**config.mk**
```make
export PLATFORM = sky130hd
export DESIGN_NAME = dbus_handshake
export DESIGN_NICKNAME = d
export VERILOG_FILES = /design/src/rtl/dbus_handshake_pkg.sv /design/src/rtl/dbus_handshake.sv
export SDC_FILE = /design/constraint.sdc
export NUM_CORES = 1
export LEC_CHECK = 0
export ABC_AREA = 1
export CAP_MARGIN = 20
export CORE_MARGIN = 5
export CORE_UTILIZATION = 35
export DETAILED_ROUTE_END_ITERATION = 8
export GPL_ROUTABILITY_DRIVEN = 0
export PLACE_DENSITY = 0.8
export SYNTH_ARGS = -nofsm -noshare
export SYNTH_HDL_FRONTEND = slang
export SYNTH_SLANG_ARGS = --single-unit
```
**constraint.sdc**
```tcl
create_clock -name clk -period 2.4 [get_ports clk]
set_clock_uncertainty 0.15 [all_clocks]
set_input_delay 0.48 -clock clk [delete_from_list [all_inputs] [get_ports clk]]
set_output_delay 0.48 -clock clk [all_outputs]
set_load 0.05 [all_outputs]
```
**src/rtl/dbus_handshake_pkg.sv**
```systemverilog
// Shared types for the data-bus transaction controller: bus request and
// response records, access size encoding and the controller state enum.
package dbus_handshake_pkg;

    typedef enum logic [2:0] {
        MSIZE1 = 3'd0,
        MSIZE2 = 3'd1,
        MSIZE4 = 3'd2,
        MSIZE8 = 3'd3
    } msize_t;

    typedef struct packed {
        logic        valid;
        logic [63:0] addr;
        msize_t      size;
        logic [7:0]  strobe;
        logic [63:0] data;
    } dbus_req_t;

    typedef struct packed {
        logic        addr_ok;
        logic        data_ok;
        logic [63:0] data;
    } dbus_resp_t;

    typedef enum logic [1:0] {
        IDLE = 2'd0,
        BUSY = 2'd1,
        DONE = 2'd2
    } dbus_state_t;

endpackage

```
**src/rtl/dbus_handshake.sv**
```systemverilog
// Data-bus transaction controller. Captures one memory-stage request, holds it
// on the bus until data_ok, then offers the response for one cycle (longer if
// the pipeline is held). Flushed requests still complete on the bus but their
// response is dropped. Also counts stalled cycles with a saturating counter.
module dbus_handshake
    import dbus_handshake_pkg::*;
#(
    parameter int CNT_W = 32
) (
    input  logic             clk,
    input  logic             reset,
    input  dbus_req_t        mreq,
    output dbus_resp_t       mresp,
    output dbus_req_t        dreq,
    input  dbus_resp_t       dresp,
    input  logic             hold_i,
    input  logic             flush_i,
    output logic             stall_o,
    output logic [CNT_W-1:0] stall_cnt
);

    dbus_state_t      state_r;
    dbus_state_t      state_s;
    dbus_req_t        req_r;
    dbus_req_t        req_s;
    logic [63:0]      data_r;
    logic [63:0]      data_s;
    logic             discard_r;
    logic             discard_s;
    logic [CNT_W-1:0] stall_cnt_r;

    // addr_ok is implied by data_ok, so the bus side never needs it
    logic unused_s;
    assign unused_s = dresp.addr_ok;

    // Next-state logic: request capture, drain-on-flush and result hand-off
    always_comb begin
        state_s   = state_r;
        req_s     = req_r;
        data_s    = data_r;
        discard_s = discard_r;
        case (state_r)
            IDLE: begin
                if (mreq.valid && !flush_i) begin
                    req_s     = mreq;
                    discard_s = 1'b0;
                    state_s   = BUSY;
                end else begin
                    state_s   = IDLE;
                end
            end
            BUSY: begin
                if (dresp.data_ok) begin
                    data_s = dresp.data;
                    if (discard_r || flush_i) begin
                        state_s = IDLE;
                    end else begin
                        state_s = DONE;
                    end
                end else if (flush_i) begin
                    // keep the bus request alive until it finishes, then drop it
                    discard_s = 1'b1;
                end else begin
                    state_s = BUSY;
                end
            end
            DONE: begin
                if (flush_i) begin
                    state_s = IDLE;
                end else if (!hold_i) begin
                    state_s = IDLE;
                end else begin
                    state_s = DONE;
                end
            end
            default: begin
                state_s = IDLE;
            end
        endcase
    end

    // State and transaction registers
    always_ff @(posedge clk) begin
        if (reset) begin
            state_r   <= IDLE;
            req_r     <= '0;
            data_r    <= 64'd0;
            discard_r <= 1'b0;
        end else begin
            state_r   <= state_s;
            req_r     <= req_s;
            data_r    <= data_s;
            discard_r <= discard_s;
        end
    end

    // Bus request, response and stall outputs decoded from the registered state
    always_comb begin
        dreq    = '0;
        mresp   = '0;
        stall_o = 1'b0;
        case (state_r)
            IDLE: begin
                stall_o = mreq.valid && !flush_i;
            end
            BUSY: begin
                dreq       = req_r;
                dreq.valid = 1'b1;
                stall_o    = 1'b1;
            end
            DONE: begin
                mresp.addr_ok = 1'b1;
                mresp.data_ok = 1'b1;
                mresp.data    = data_r;
            end
            default: begin
                stall_o = 1'b0;
            end
        endcase
    end

    // Saturating count of stalled cycles since reset
    always_ff @(posedge clk) begin
        if (reset) begin
            stall_cnt_r <= '0;
        end else if (stall_o && (stall_cnt_r != {CNT_W{1'b1}})) begin
            stall_cnt_r <= stall_cnt_r + CNT_W'(1);
        end else begin
            stall_cnt_r <= stall_cnt_r;
        end
    end

    assign stall_cnt = stall_cnt_r;

endmodule

```
Yosys cells after proc, flatten, opt, wreduce, memory -nomap -nowiden
Index checks and enable logic that the tools add are counted.

operators by class
  shifts and indexed selects = 0
  mux-type cells = 14
  bitwise gates (word level) = 0
  $add $sub $neg = 1
  divide/modulo/power cells = 0
  reductions and logical operators = 9
  equality and inequality tests = 7
  multipliers = 0
  order comparisons = 0

operators with widths
  operator                 number
  $mux W140                1
  $mux W66                 1
  $add A32 B1 Y32 const B  1
  $ne A32 B32 Y1 const B   1
  $mux W2                  5
  $ne A2 B2 Y1 const B     3
  $pmux W2 S3              1
  $mux W1                  4
  $pmux W1 S2              2
  $reduce_and A2 Y1        2
  $reduce_and A4 Y1        1
  $ne A3 B3 Y1 const B     1
  $eq A2 B1 Y1 const B     1
  $eq A2 B2 Y1 const B     1
  $logic_and A1 B1 Y1      2
  $logic_not A2 Y1         1
  $reduce_bool A2 Y1       1
  $logic_not A1 Y1         1
  $logic_or A1 B1 Y1       1

storage, ports and cells
  ROM bits = 0
  logic and storage cells = 39
  register bits after elaboration = 238
  memories kept = 0
  bits in writable memories = 0
  latch bits = 0
  output and inout port bits = 239
  input bits = 210

Logic depth before layout (Yosys ltp)
Gate-level depths: netlist of run 1.

  depth after elaboration = 4
  gate-level depth with buffers = 12
  depth with buffers taken out = 10

Worst setup path after synthesis of run 1
No wires, ideal clock.

  kind = reg-to-output
  from = register state_r[1]
  to = output port mresp[54] (netlist bit)
  slack = -0.452 ns
  arrival = 2.222 ns
  path buffers = 1
  cell stages (with the launch flop) = 6
  required time = 1.770 ns
  path through = dfxtp_1 -> inv_1 -> nor2_1 -> inv_2 -> buf_1 -> nor2_1

RTL lines
  item                    line                  text
  from (decl)             dbus_handshake.sv:22  dbus_state_t state_r;
  from (signal assigned)  dbus_handshake.sv:90  state_r <= state_s;
  to (decl)               dbus_handshake.sv:13  output dbus_resp_t mresp,

==> results of run 1 <==
power breakdown:
part	internal (mW)	total (mW)	switching, mW
Clock	2.36	4.05	1.69
Combinational	0.785	1.78	0.991
Sequential	4.17	4.25	0.0770
final cells by class:
type / instances / area (sq um)
diodes: 4 / 10.01
clock buffers: 42 / 792.0
clock inverters: 6 / 61.31
fillers: 1863 / 8836
inverters: 247 / 947.2
multi-input cells: 871 / 5260
flip-flops and latches: 238 / 4770
well taps: 384 / 480.5
repair buffers: 500 / 7452
repair inverters: 1 / 16.27
synthesized netlist by cell type, drive strengths merged:
| master | instances |
|---|---|
| nor2 | 279 |
| inv | 246 |
| dfxtp | 238 |
| a21oi | 234 |
| o21ai | 203 |
| nand2 | 92 |
| clkbuf | 63 |
| nand3 | 47 |
| buf | 36 |
| xnor2 | 4 |
| xor2 | 3 |
| and2 | 2 |
| nand4 | 2 |
| a31oi | 1 |
| clkinv | 1 |
| ha | 1 |
| nor4 | 1 |
per-stage QoR:
step / hold WS [ns] / utilization, %
final: 0.3210 / 69.13
after global routing: 0.3515 / 69.13
after CTS: 0.3185 / 66.61
after detailed placement: 0.2913 / 59.38
after global placement: 0.2865 / 59.38
after floorplan: 0.2800 / -
state kept, by name (all words and copies together) (netlist names):
| register | count |
|---|---|
| stall_cnt | 32 |
| data_r | 64 |
| discard_r | 1 |
| state_r | 2 |
| req_r | 139 |
per-layer routing:
layer | track usage (%) | wire length, um
met5 | 0 | 20
met4 | 14.26 | 3044
met3 | 7.175 | 3871
met2 | 43.90 | 24090
met1 | 26.02 | 16340
critical path: stages, from the launching register on:
cell and delay [ns]:
dfxtp_2 0.34, clkinvlp_4 0.10, buf_6 0.12, nand2_8 0.09, clkbuf_16 0.19, buf_16 0.15, nor2_4 0.17, buf_12 0.16
cells by family (layout without fill, tap and decap cells):
| kind of cell | after synthesis | after routing | share of synthesized area (%) |
|---|---|---|---|
| AO/OA/AOI/OAI | 438 | 438 | 21.72 |
| adder cells (fa/ha/maj) | 1 | 1 | 0.1237 |
| XOR/XNOR | 7 | 7 | 0.6062 |
| flip-flops | 238 | 238 | 47.11 |
| other | 0 | 4 | 0 |
| buffers and inverters | 346 | 796 | 13.51 |
| AND/OR/NAND/NOR | 423 | 425 | 16.92 |
final timing paths:
path	to	slack, ns	from
setup / recovery	dreq[63]	-0.08	state_r[1]
hold / removal	req_r[20]	0.32	req_r[20]
setup reg to reg	data_r[46]	0.20	state_r[1]
hold reg to reg	req_r[20]	0.32	req_r[20]
layout by cell type (no fill, tap or decap), types with 39 or more instances in the layout:
cell type / count
buf_12: 222
nand3_1: 44
inv_1: 240
dfxtp_1: 236
o21ai_0: 203
nor2_1: 70
clkdlybuf4s50_1: 208
a21oi_1: 233
nand2_1: 86
nor2_2: 68
nor2_4: 141
clkbuf_16: 39
timing repair:
action                     CTS  global route
setup buffers               10             1
cloned                       4            16
pin swaps                    2             7
setup endpoints to repair  226           207
resized for setup          337            80
==> metrics.cfg, run 1 <==
[status]
outcome = finished, violations left
violations = negative setup slack

[min_path]
worstHoldPathCells = 2
min_path_type = register to register

[grt]
grt_pass1_vias = 11781
grt_pass1_wl_um = 65250
grt_usage_pct = 24.71
grt_remaining_overflow = 0
grt_max_degree = 96
antenna_found_initial = 5

[clocking]
clock_latency_ns = 0.53
root_buffer = clkbuf_16
cts_tree = done
clock_sinks = 238
holdBufCountCts = 0
h-tree-depth = 1
numCtsBuffers = 27
clk_path_buf_depth = 3
clkTransAtPathRegs_ns = 0.06

[logic_synthesis]
synth.area.top_cells = dfxtp_1 (47%), a21oi_1 (12%), nor2_1 (10%)
netlist_instances = 1453
synth_top_cell_area_share_pct = 47.11
synth_area_sq_um = 10110
synth-seq-area-share_pct = 47.11
avgSynthCellArea_sq_um = 6.960
synth.largest_area_cell = dfxtp_1
syn_nets = 1664
synth_cell_type_count = 27
ys_ff_latch = 238
ys_warn_count = 0

[sta]
relSlewSlack_pct = 64.18
slew_viol_final = 0
fmax_mhz = 402.5
finalSetupTns_ns = -3.515
setup_viol = 120
worst_slack_ns = -0.08461
fin_crit_ns = 2.485
fin_crit_sh_pct = 103.5
worstMarginPinSlew_ns = 0.5364
rsz0062_at_grt = true
hold_viol_final = 0

[layout]
fin_cells = 2293
layout-drive-gt1-share_pct = 28.19
nets = 2097
final_area_sq_um = 19790
syn2layout_area_growth_pct = 95.67

[pwr]
power_leakage_nw = 7.326
vdd_ir_drop_max_mv = 0.5743
powerDensity_nw_per_um2 = 509.2
fin_total_pwr_mw = 10.08

[floorplan]
ioPinCount = 449
design.core.area_sq_um = 28630
die_height_um = 180.0
dieArea_sq_um = 32390
start_util_pct = 35.33
die_x_um = 180.0
rows = 62

[detailed_routing]
ant_nets = 0
routed_via_density = 5.111
drt_iter0_markers = 862
wire_per_inst_um = 20.66
drt-pass1-iter-count = 5
drc = 0
num_vias = 11720
totalWireLength_um = 47360

[place]
hpwl_um = 28300
place_ws_ns = 0.04518
placed_area_sq_um = 17000
io_buffers = 447
dp.cells = 2211

[setup_path]
r2r_cells = 9
worstPathRequired_ns = 1.77
start_kind = register
crit_arrival_ns = 1.85
worstPathMaxFanout = 6
cp-end-kind = output pin
criticalPathCategory = register to output pin

[flow_run]
drv_cap = 0

(Power assumes the default switching activity.)
==> run 2: changes to the inputs <==
CORE_MARGIN = 4   (was 5)
SLEW_MARGIN = 20   (was default)
==> run 2 against run 1 <==
Against the previous run:
- sequential share of layout area up 1.5 points
- via count down 5.1%
- total power down 0.74%
- sequential power about the same
- hold slack worse by 0.019 ns
- register-to-register slack better by 0.14 ns
- flip-flop and latch count unchanged
- utilization down 3.0 points
- die area down 2.2%
- the run now ends clean
- combinational power down 16%
- global-route usage down 2.4 points
==> metrics.cfg, run 2 (synthesized netlist as in run 1, its figures left out) <==
[min_path]
worstHoldPathCells = 2  ; unchanged
min_path_type = register to register  ; unchanged
worstHoldEndpoint = req_r[133]  ; was req_r[20]
min_from = req_r[133]  ; was req_r[20]

[clocking]
clk_path_buf_depth = 3  ; unchanged
clock_latency_ns = 0.53  ; about the same
h-tree-depth = 1  ; unchanged
clkTransAtPathRegs_ns = 0.06  ; about the same
numCtsBuffers = 28  ; was 27
root_buffer = clkbuf_16  ; unchanged
clock_sinks = 238  ; unchanged
cts_tree = done  ; unchanged

[grt]
grt_remaining_overflow = 0  ; unchanged
antenna_found_initial = 2  ; was 5
grt_pass1_vias = 10728  ; was 11781
grt_max_degree = 112  ; was 96
grt_pass1_wl_um = 56500  ; was 65250 um
grt_usage_pct = 22.26  ; was 24.71%

[setup_path]
worstPathMaxFanout = 36  ; was 6
start_kind = register  ; unchanged
r2r_end = stall_cnt[23]  ; was data_r[46]
path_delay_family = buffers and inverters  ; unchanged
cpMaxStageDelayCell = dfxtp_2  ; unchanged
crit_top_cell = buf_12
r2r_start = stall_cnt[0]  ; was state_r[1]
r2r_cells = 10  ; was 9
crit_arrival_ns = 1.71  ; was 1.85 ns
criticalPathCategory = register to output pin  ; unchanged
regToRegSetupSlack_ns = 0.34  ; was 0.20 ns
slowest_delay_ns = 0.33  ; was 0.34 ns
cp_num_buf_inv = 3  ; was 5
worstPathRequired_ns = 1.77  ; about the same
path_cells = inv_4 -> nand2_8 -> buf_12 -> nor2_1 -> buf_12  ; was clkinvlp_4 -> buf_6 -> nand2_8 -> clkbuf_16 -> buf_16 -> nor2_4 -> buf_12
cp-end-kind = output pin  ; unchanged

[detailed_routing]
drc = 0  ; unchanged
routed-wl-met2_um = 20450  ; was 24090 um
totalWireLength_um = 40590  ; was 47360 um
routed_via_density = 4.911  ; was 5.111
num_vias = 11124  ; was 11720
drt-pass1-iter-count = 7  ; was 5
ant_nets = 0  ; unchanged
wire_per_inst_um = 17.92  ; was 20.66 um
wl_met1_um = 13850  ; was 16340 um
dr.max_layer_used = met5  ; unchanged
dr_wl_met3_um = 3905  ; was 3871 um
drt_iter0_markers = 663  ; was 862

[floorplan]
rows = 61  ; was 62
dieArea_sq_um = 31680  ; was 32390 sq um
design.core.area_sq_um = 28160  ; was 28630 sq um
ioPinCount = 449  ; unchanged
die_height_um = 178.0  ; was 180.0 um
die_x_um = 178.0  ; was 180.0 um
start_util_pct = 35.91  ; was 35.33%

[place]
hpwl_um = 27140  ; was 28300 um
io_buffers = 447  ; unchanged
placed_area_sq_um = 16970  ; was 17000 sq um

[status]
outcome = finished, final reports clean  ; was finished, violations left

[sta]
fin_crit_sh_pct = 97.54  ; was 103.5%
relSlewSlack_pct = 55.22  ; was 64.18%
rsz0062_at_grt = true  ; unchanged
hold_viol_final = 0  ; unchanged
fmax_mhz = 427.2  ; was 402.5 MHz
finalSetupTns_ns = 0  ; was -3.515 ns
slew_viol_final = 0  ; unchanged
fin_crit_ns = 2.341  ; was 2.485 ns
setup_viol = 0  ; was 120
worstMarginPinSlew_ns = 0.6718  ; was 0.5364 ns
hold-worst-slack_ns = 0.3021  ; was 0.3210 ns

[layout]
largest-register = req_r  ; unchanged
final_area_sq_um = 18610  ; was 19790 sq um
fillers = 2038  ; was 1863
syn2layout_area_growth_pct = 84.04  ; was 95.67%
largest_reg_flops = 139  ; unchanged
final_cell_mix = inv_1 (241), dfxtp_1 (236), a21oi_1 (233)  ; was inv_1 (240), dfxtp_1 (236), a21oi_1 (233)
nets = 2073  ; was 2097
layout-drive-gt1-share_pct = 22.62  ; was 28.19%
layout_commonest_cell = inv_1  ; unchanged

[pwr]
internal_power_mw = 7.463  ; was 7.319 mW
powerDensity_nw_per_um2 = 537.4  ; was 509.2 nW/um^2
p_clk_share_pct = 42.7  ; was 40.2%
power_leakage_nw = 7.049  ; was 7.326 nW
power_frac_seq_pct = 42.3  ; was 42.2%
vdd_ir_drop_max_mv = 0.5119  ; was 0.5743 mV
power.net_switching_mw = 2.539  ; was 2.757 mW
fin_total_pwr_mw = 10.00  ; was 10.08 mW
combPwrFrac_pct = 15.0  ; was 17.6%
p_sw_share_pct = 25.39  ; was 27.37%

[flow_run]
drv_cap = 0  ; unchanged

run 2: cell types whose count changed in the layout (fill, tap and decap cells not counted), moves of 2 or more:
cell and delta:
dlygate4sd2_1 +2, buf_6 -3, nor2_2 +2, inv_4 +2, nand2_8 -2, buf_12 -7
inv_12 -2, nor2_1 +88, clkbuf_16 -8, buf_16 -2, nor2_4 -90
run 2: worst max-delay path by stage:
stage               startpoint       endpoint  cells past startpoint
finish              state_r[1]       dreq[83]                      5
global route        state_r[1]       dreq[83]                      5
CTS                 state_r[1]      mresp[15]                      6
detailed placement   mreq[139]  stall_cnt[22]                     10
global placement     mreq[139]  stall_cnt[30]                     10
floorplan           state_r[1]      mresp[54]                      5
run 2: layout make-up:
| type | instances | area, sq um | share of cell area [%] |
|---|---|---|---|
| antenna | 4 | 10.01 | 0.05378 |
| clock buffer | 43 | 838.3 | 4.504 |
| clock inverter | 8 | 95.09 | 0.5109 |
| inverter | 247 | 935.9 | 5.028 |
| multi-input combinational | 870 | 4561 | 24.50 |
| sequential | 238 | 4770 | 25.63 |
| tap | 378 | 473.0 | 2.541 |
| timing repair buffer | 477 | 6930 | 37.23 |
run 2: power groups by stage:
stage / clock network (mW) / logic [mW] / registers (mW)
3_5_place_dp: 0 / 1.39 / 4.32
3_3_place_gp: 0 / 1.35 / 4.31
4_1_cts: 4.36 / 1.43 / 4.23
5_1_grt: 4.53 / 1.61 / 4.25
2_1_floorplan: 0 / 0.674 / 4.31
6_report: 4.27 / 1.50 / 4.24
run 2: routing by layer:
| layer | vias up | global-route usage (%) |
|---|---|---|
| met5 | - | 0 |
| met3 | 129 | 7.673 |
| met1 | 5075 | 23.77 |
| met2 | 523 | 38.84 |
| li1 | 5395 | - |
| met4 | 2 | 11.57 |
run 2: per-stage QoR:
stage | cells | setup WS [ns] | utilization (%)
6_report | 2265 | 0.05898 | 66.09
5_1_grt | 2262 | -0.03398 | 66.06
4_1_cts | 2256 | -0.05752 | 63.94
3_5_place_dp | 2200 | -0.02228 | 60.25
3_3_place_gp | 2200 | 0.02209 | 60.25
2_1_floorplan | 1453 | -0.1454 | -
run 2: tightest hold or removal path: cells and delay by family (launching register included):
kind,cells,cell delay (ns)
AOI/OAI and AO/OA,1,0.05
buffers and inverters,1,0.06
DFF,1,0.29
run 2: timing repair:
action                                  in CTS  in global routing
cloned                                       2                  5
endpoints found under the setup margin     163                114
gates resized for setup                     52                154
hold buffers                                 0                  0
pin swaps                                    1                  0
endpoints found under the hold margin        0                  0
setup buffers                                3                  0
==> run 3: changes to the inputs <==
--- a/constraint.sdc
+++ b/constraint.sdc
@@ -3,3 +3,3 @@
 set_input_delay 0.48 -clock clk [delete_from_list [all_inputs] [get_ports clk]]
 set_output_delay 0.48 -clock clk [all_outputs]
-set_load 0.05 [all_outputs]
+set_load 0.1 [all_outputs]
==> run 3 against run 2 <==
Against the previous run:
- the run now ends with negative setup slack left
- combinational power up 12%
- register-to-register slack got worse by 0.02 ns
- critical path depth shrank 1
- largest cell class unchanged
- count of clock-buffer cells in the layout increased by 2
- utilization up 0.24 points
- via count down 0.42%
- sequential share of layout area is 0.094 points lower
- hold slack got worse by 0.0015 ns
- setup slack got worse by 0.14 ns
==> metrics.cfg, run 3 (synthesized netlist as in run 1, its figures left out) <==
[floorplan]
rows = 61  ; unchanged
ioPinCount = 449  ; unchanged
dieArea_sq_um = 31680  ; unchanged
die_x_um = 178.0  ; unchanged
die_height_um = 178.0  ; unchanged
start_util_pct = 35.91  ; unchanged
design.core.area_sq_um = 28160  ; unchanged

[pwr]
power_leakage_nw = 6.945  ; was 7.049 nW
vdd_ir_drop_max_mv = 0.5798  ; was 0.5119 mV
powerDensity_nw_per_um2 = 534.3  ; was 537.4 nW/um^2

[sta]
fin_crit_ns = 2.485  ; was 2.341 ns
slew_viol_final = 0  ; unchanged
fin_crit_sh_pct = 103.5  ; was 97.54%
hold_viol_final = 0  ; unchanged
relSlewSlack_pct = 60.04  ; was 55.22%
rsz0062_at_grt = true  ; unchanged
finalSetupTns_ns = -0.9876  ; was 0 ns
worst_slack_ns = -0.08512  ; was 0.05898 ns
fmax_mhz = 402.4  ; was 427.2 MHz
worstMarginPinSlew_ns = 0.5994  ; was 0.6718 ns
setup_viol = 45  ; was 0

[grt]
grt_remaining_overflow = 0  ; unchanged
met1_usage_pct = 22.26  ; was 23.77%
antenna_found_initial = 5  ; was 2
grt_pass1_wl_um = 56880  ; was 56500 um
grt_max_degree = 154  ; was 112
grt_pass1_vias = 11001  ; was 10728
top_usage_layer = met2  ; unchanged
grt_usage_pct = 22.24  ; was 22.26%
grt_use_met3_pct = 8.690  ; was 7.673%
gr-usage-met2_pct = 40.44  ; was 38.84%

[setup_path]
path_delay_family = flip-flops  ; was buffers and inverters
cpMaxStageDelayCell = dfxtp_2  ; unchanged
worstPathRequired_ns = 1.77  ; about the same
r2r_end = data_r[61]  ; was stall_cnt[23]
r2r_start = state_r[1]  ; was stall_cnt[0]
worstPathMaxFanout = 69  ; was 36
slowest_delay_ns = 0.43  ; was 0.33 ns
criticalPathCategory = register to output pin  ; unchanged
path_cells = nand2_8 -> buf_12 -> nor2_2 -> buf_12  ; was inv_4 -> nand2_8 -> buf_12 -> nor2_1 -> buf_12
crit_arrival_ns = 1.86  ; was 1.71 ns
crit_top_cell = buf_12  ; unchanged
cp-end-kind = output pin  ; unchanged
start_kind = register  ; unchanged
regToRegSetupSlack_ns = 0.32  ; was 0.34 ns
cp_num_buf_inv = 2  ; was 3
r2r_cells = 8  ; was 10

[detailed_routing]
drt_iter0_markers = 527  ; was 663
num_vias = 11077  ; was 11124
ant_nets = 0  ; unchanged
drc = 0  ; unchanged
routed_via_density = 4.880  ; was 4.911
drt-pass1-iter-count = 5  ; was 7
wire_per_inst_um = 16.69  ; was 17.92 um
totalWireLength_um = 37880  ; was 40590 um

[clocking]
clk_path_buf_depth = 3  ; unchanged
root_buffer = clkbuf_16  ; unchanged
clock_sinks = 238  ; unchanged
cts_tree = done  ; unchanged
h-tree-depth = 1  ; unchanged
numCtsBuffers = 27  ; was 28
clock_latency_ns = 0.54  ; was 0.53 ns
clkTransAtPathRegs_ns = 0.06  ; about the same

[min_path]
min_path_type = register to register  ; unchanged
min_from = req_r[92]  ; was req_r[133]
worstHoldPathCells = 2  ; unchanged
worstHoldEndpoint = req_r[92]  ; was req_r[133]

[status]
outcome = finished, violations left  ; was finished, final reports clean
violations = negative setup slack

[layout]
final_util_pct = 66.33  ; was 66.09%
largest_reg_flops = 139  ; unchanged
nets = 2076  ; was 2073
final_area_sq_um = 18680  ; was 18610 sq um
layout-drive-gt1-share_pct = 25.34  ; was 22.62%
layout_commonest_cell = inv_1  ; unchanged
largest-register = req_r  ; unchanged
fin_cells = 2270  ; was 2265
final_cell_mix = inv_1 (241), dfxtp_1 (234), a21oi_1 (233)  ; was inv_1 (241), dfxtp_1 (236), a21oi_1 (233)
syn2layout_area_growth_pct = 84.72  ; was 84.04%

[place]
dp.cells = 2209  ; was 2200
hpwl_um = 27380  ; was 27140 um
placed_area_sq_um = 17530  ; was 16970 sq um
place_ws_ns = 0.07129  ; was -0.02228 ns
io_buffers = 447  ; unchanged

[flow_run]
drv_cap = 0  ; unchanged

==> run 3: cell types whose count changed in the layout (fill, tap and decap cells not counted), sizes merged <==
| cell | previous run | this run |
|---|---|---|
| clkinvlp | 2 | 0 |
| bufinv | 2 | 1 |
| clkinv | 5 | 3 |
| nand2 | 93 | 92 |
| inv | 246 | 249 |
| buf | 241 | 272 |
| dlygate4sd2 | 25 | 0 |
| diode | 4 | 6 |
| dlymetal6s2s | 1 | 0 |
| clkbuf | 45 | 46 |
==> run 3: timing repair <==
action / 4_1_cts / 5_1_grt
setup endpoints to repair: 193 / 115
hold buffers: 0 / 0
cloned: 1 / 1
resized for setup: 61 / 5
buffers inserted: 3 / 0
pin swaps: 4 / 0
==> run 3: worst register-to-register path: cells and delay by family (launching register included) <==
family	cells	cell delay (ns)
simple gates	2	0.21
flops	1	0.36
buf+inv	4	1.00
compound gates	2	0.28
==> run 3: final cells by class <==
type | count | area (sq um)
antenna | 6 | 15.01
clock buffer | 45 | 823.3
clock inverter | 5 | 53.80
fill | 2011 | 9482
inverter | 247 | 944.7
multi-input combinational | 869 | 4702
sequential | 238 | 4770
tap | 378 | 473.0
timing repair buffer | 481 | 6892
timing repair inverter | 1 | 8.758
==> run 3: how the worst max path moves through the flow <==
stage	start	to	slack, ns	cells after the start
2_1_floorplan	state_r[0]	dreq[129]	-0.42	4
3_3_place_gp	mreq[139]	stall_o	0.07	6
3_5_place_dp	mreq[139]	stall_o	0.07	6
4_1_cts	state_r[1]	stall_o	-0.02	5
5_1_grt	state_r[1]	dreq[112]	-0.09	5
6_report	state_r[0]	dreq[51]	-0.09	4
==> run 3: through the flow <==
stage | hold slack [ns] | power, mW
floorplan | 0.2800 | 5.220
global placement | 0.2867 | 5.899
detailed placement | 0.2929 | 5.954
CTS | 0.3023 | 10.08
global route | 0.3238 | 10.37
finish | 0.3006 | 9.982
==> run 3: layer usage <==
metal	up-vias	share of wire (%)	wire, um
met5	-	0	0
met4	0	4.6	1743
met3	92	11	4051
met2	439	52	19560
met1	5153	33	12530
li1	5393	-	-
==> run 3: power breakdown <==
| part | internal, mW | switching, mW |
|---|---|---|
| registers | 4.17 | 0.0626 |
| logic | 0.684 | 0.998 |
| clock network | 2.43 | 1.64 |
| total | 7.28 | 2.70 |
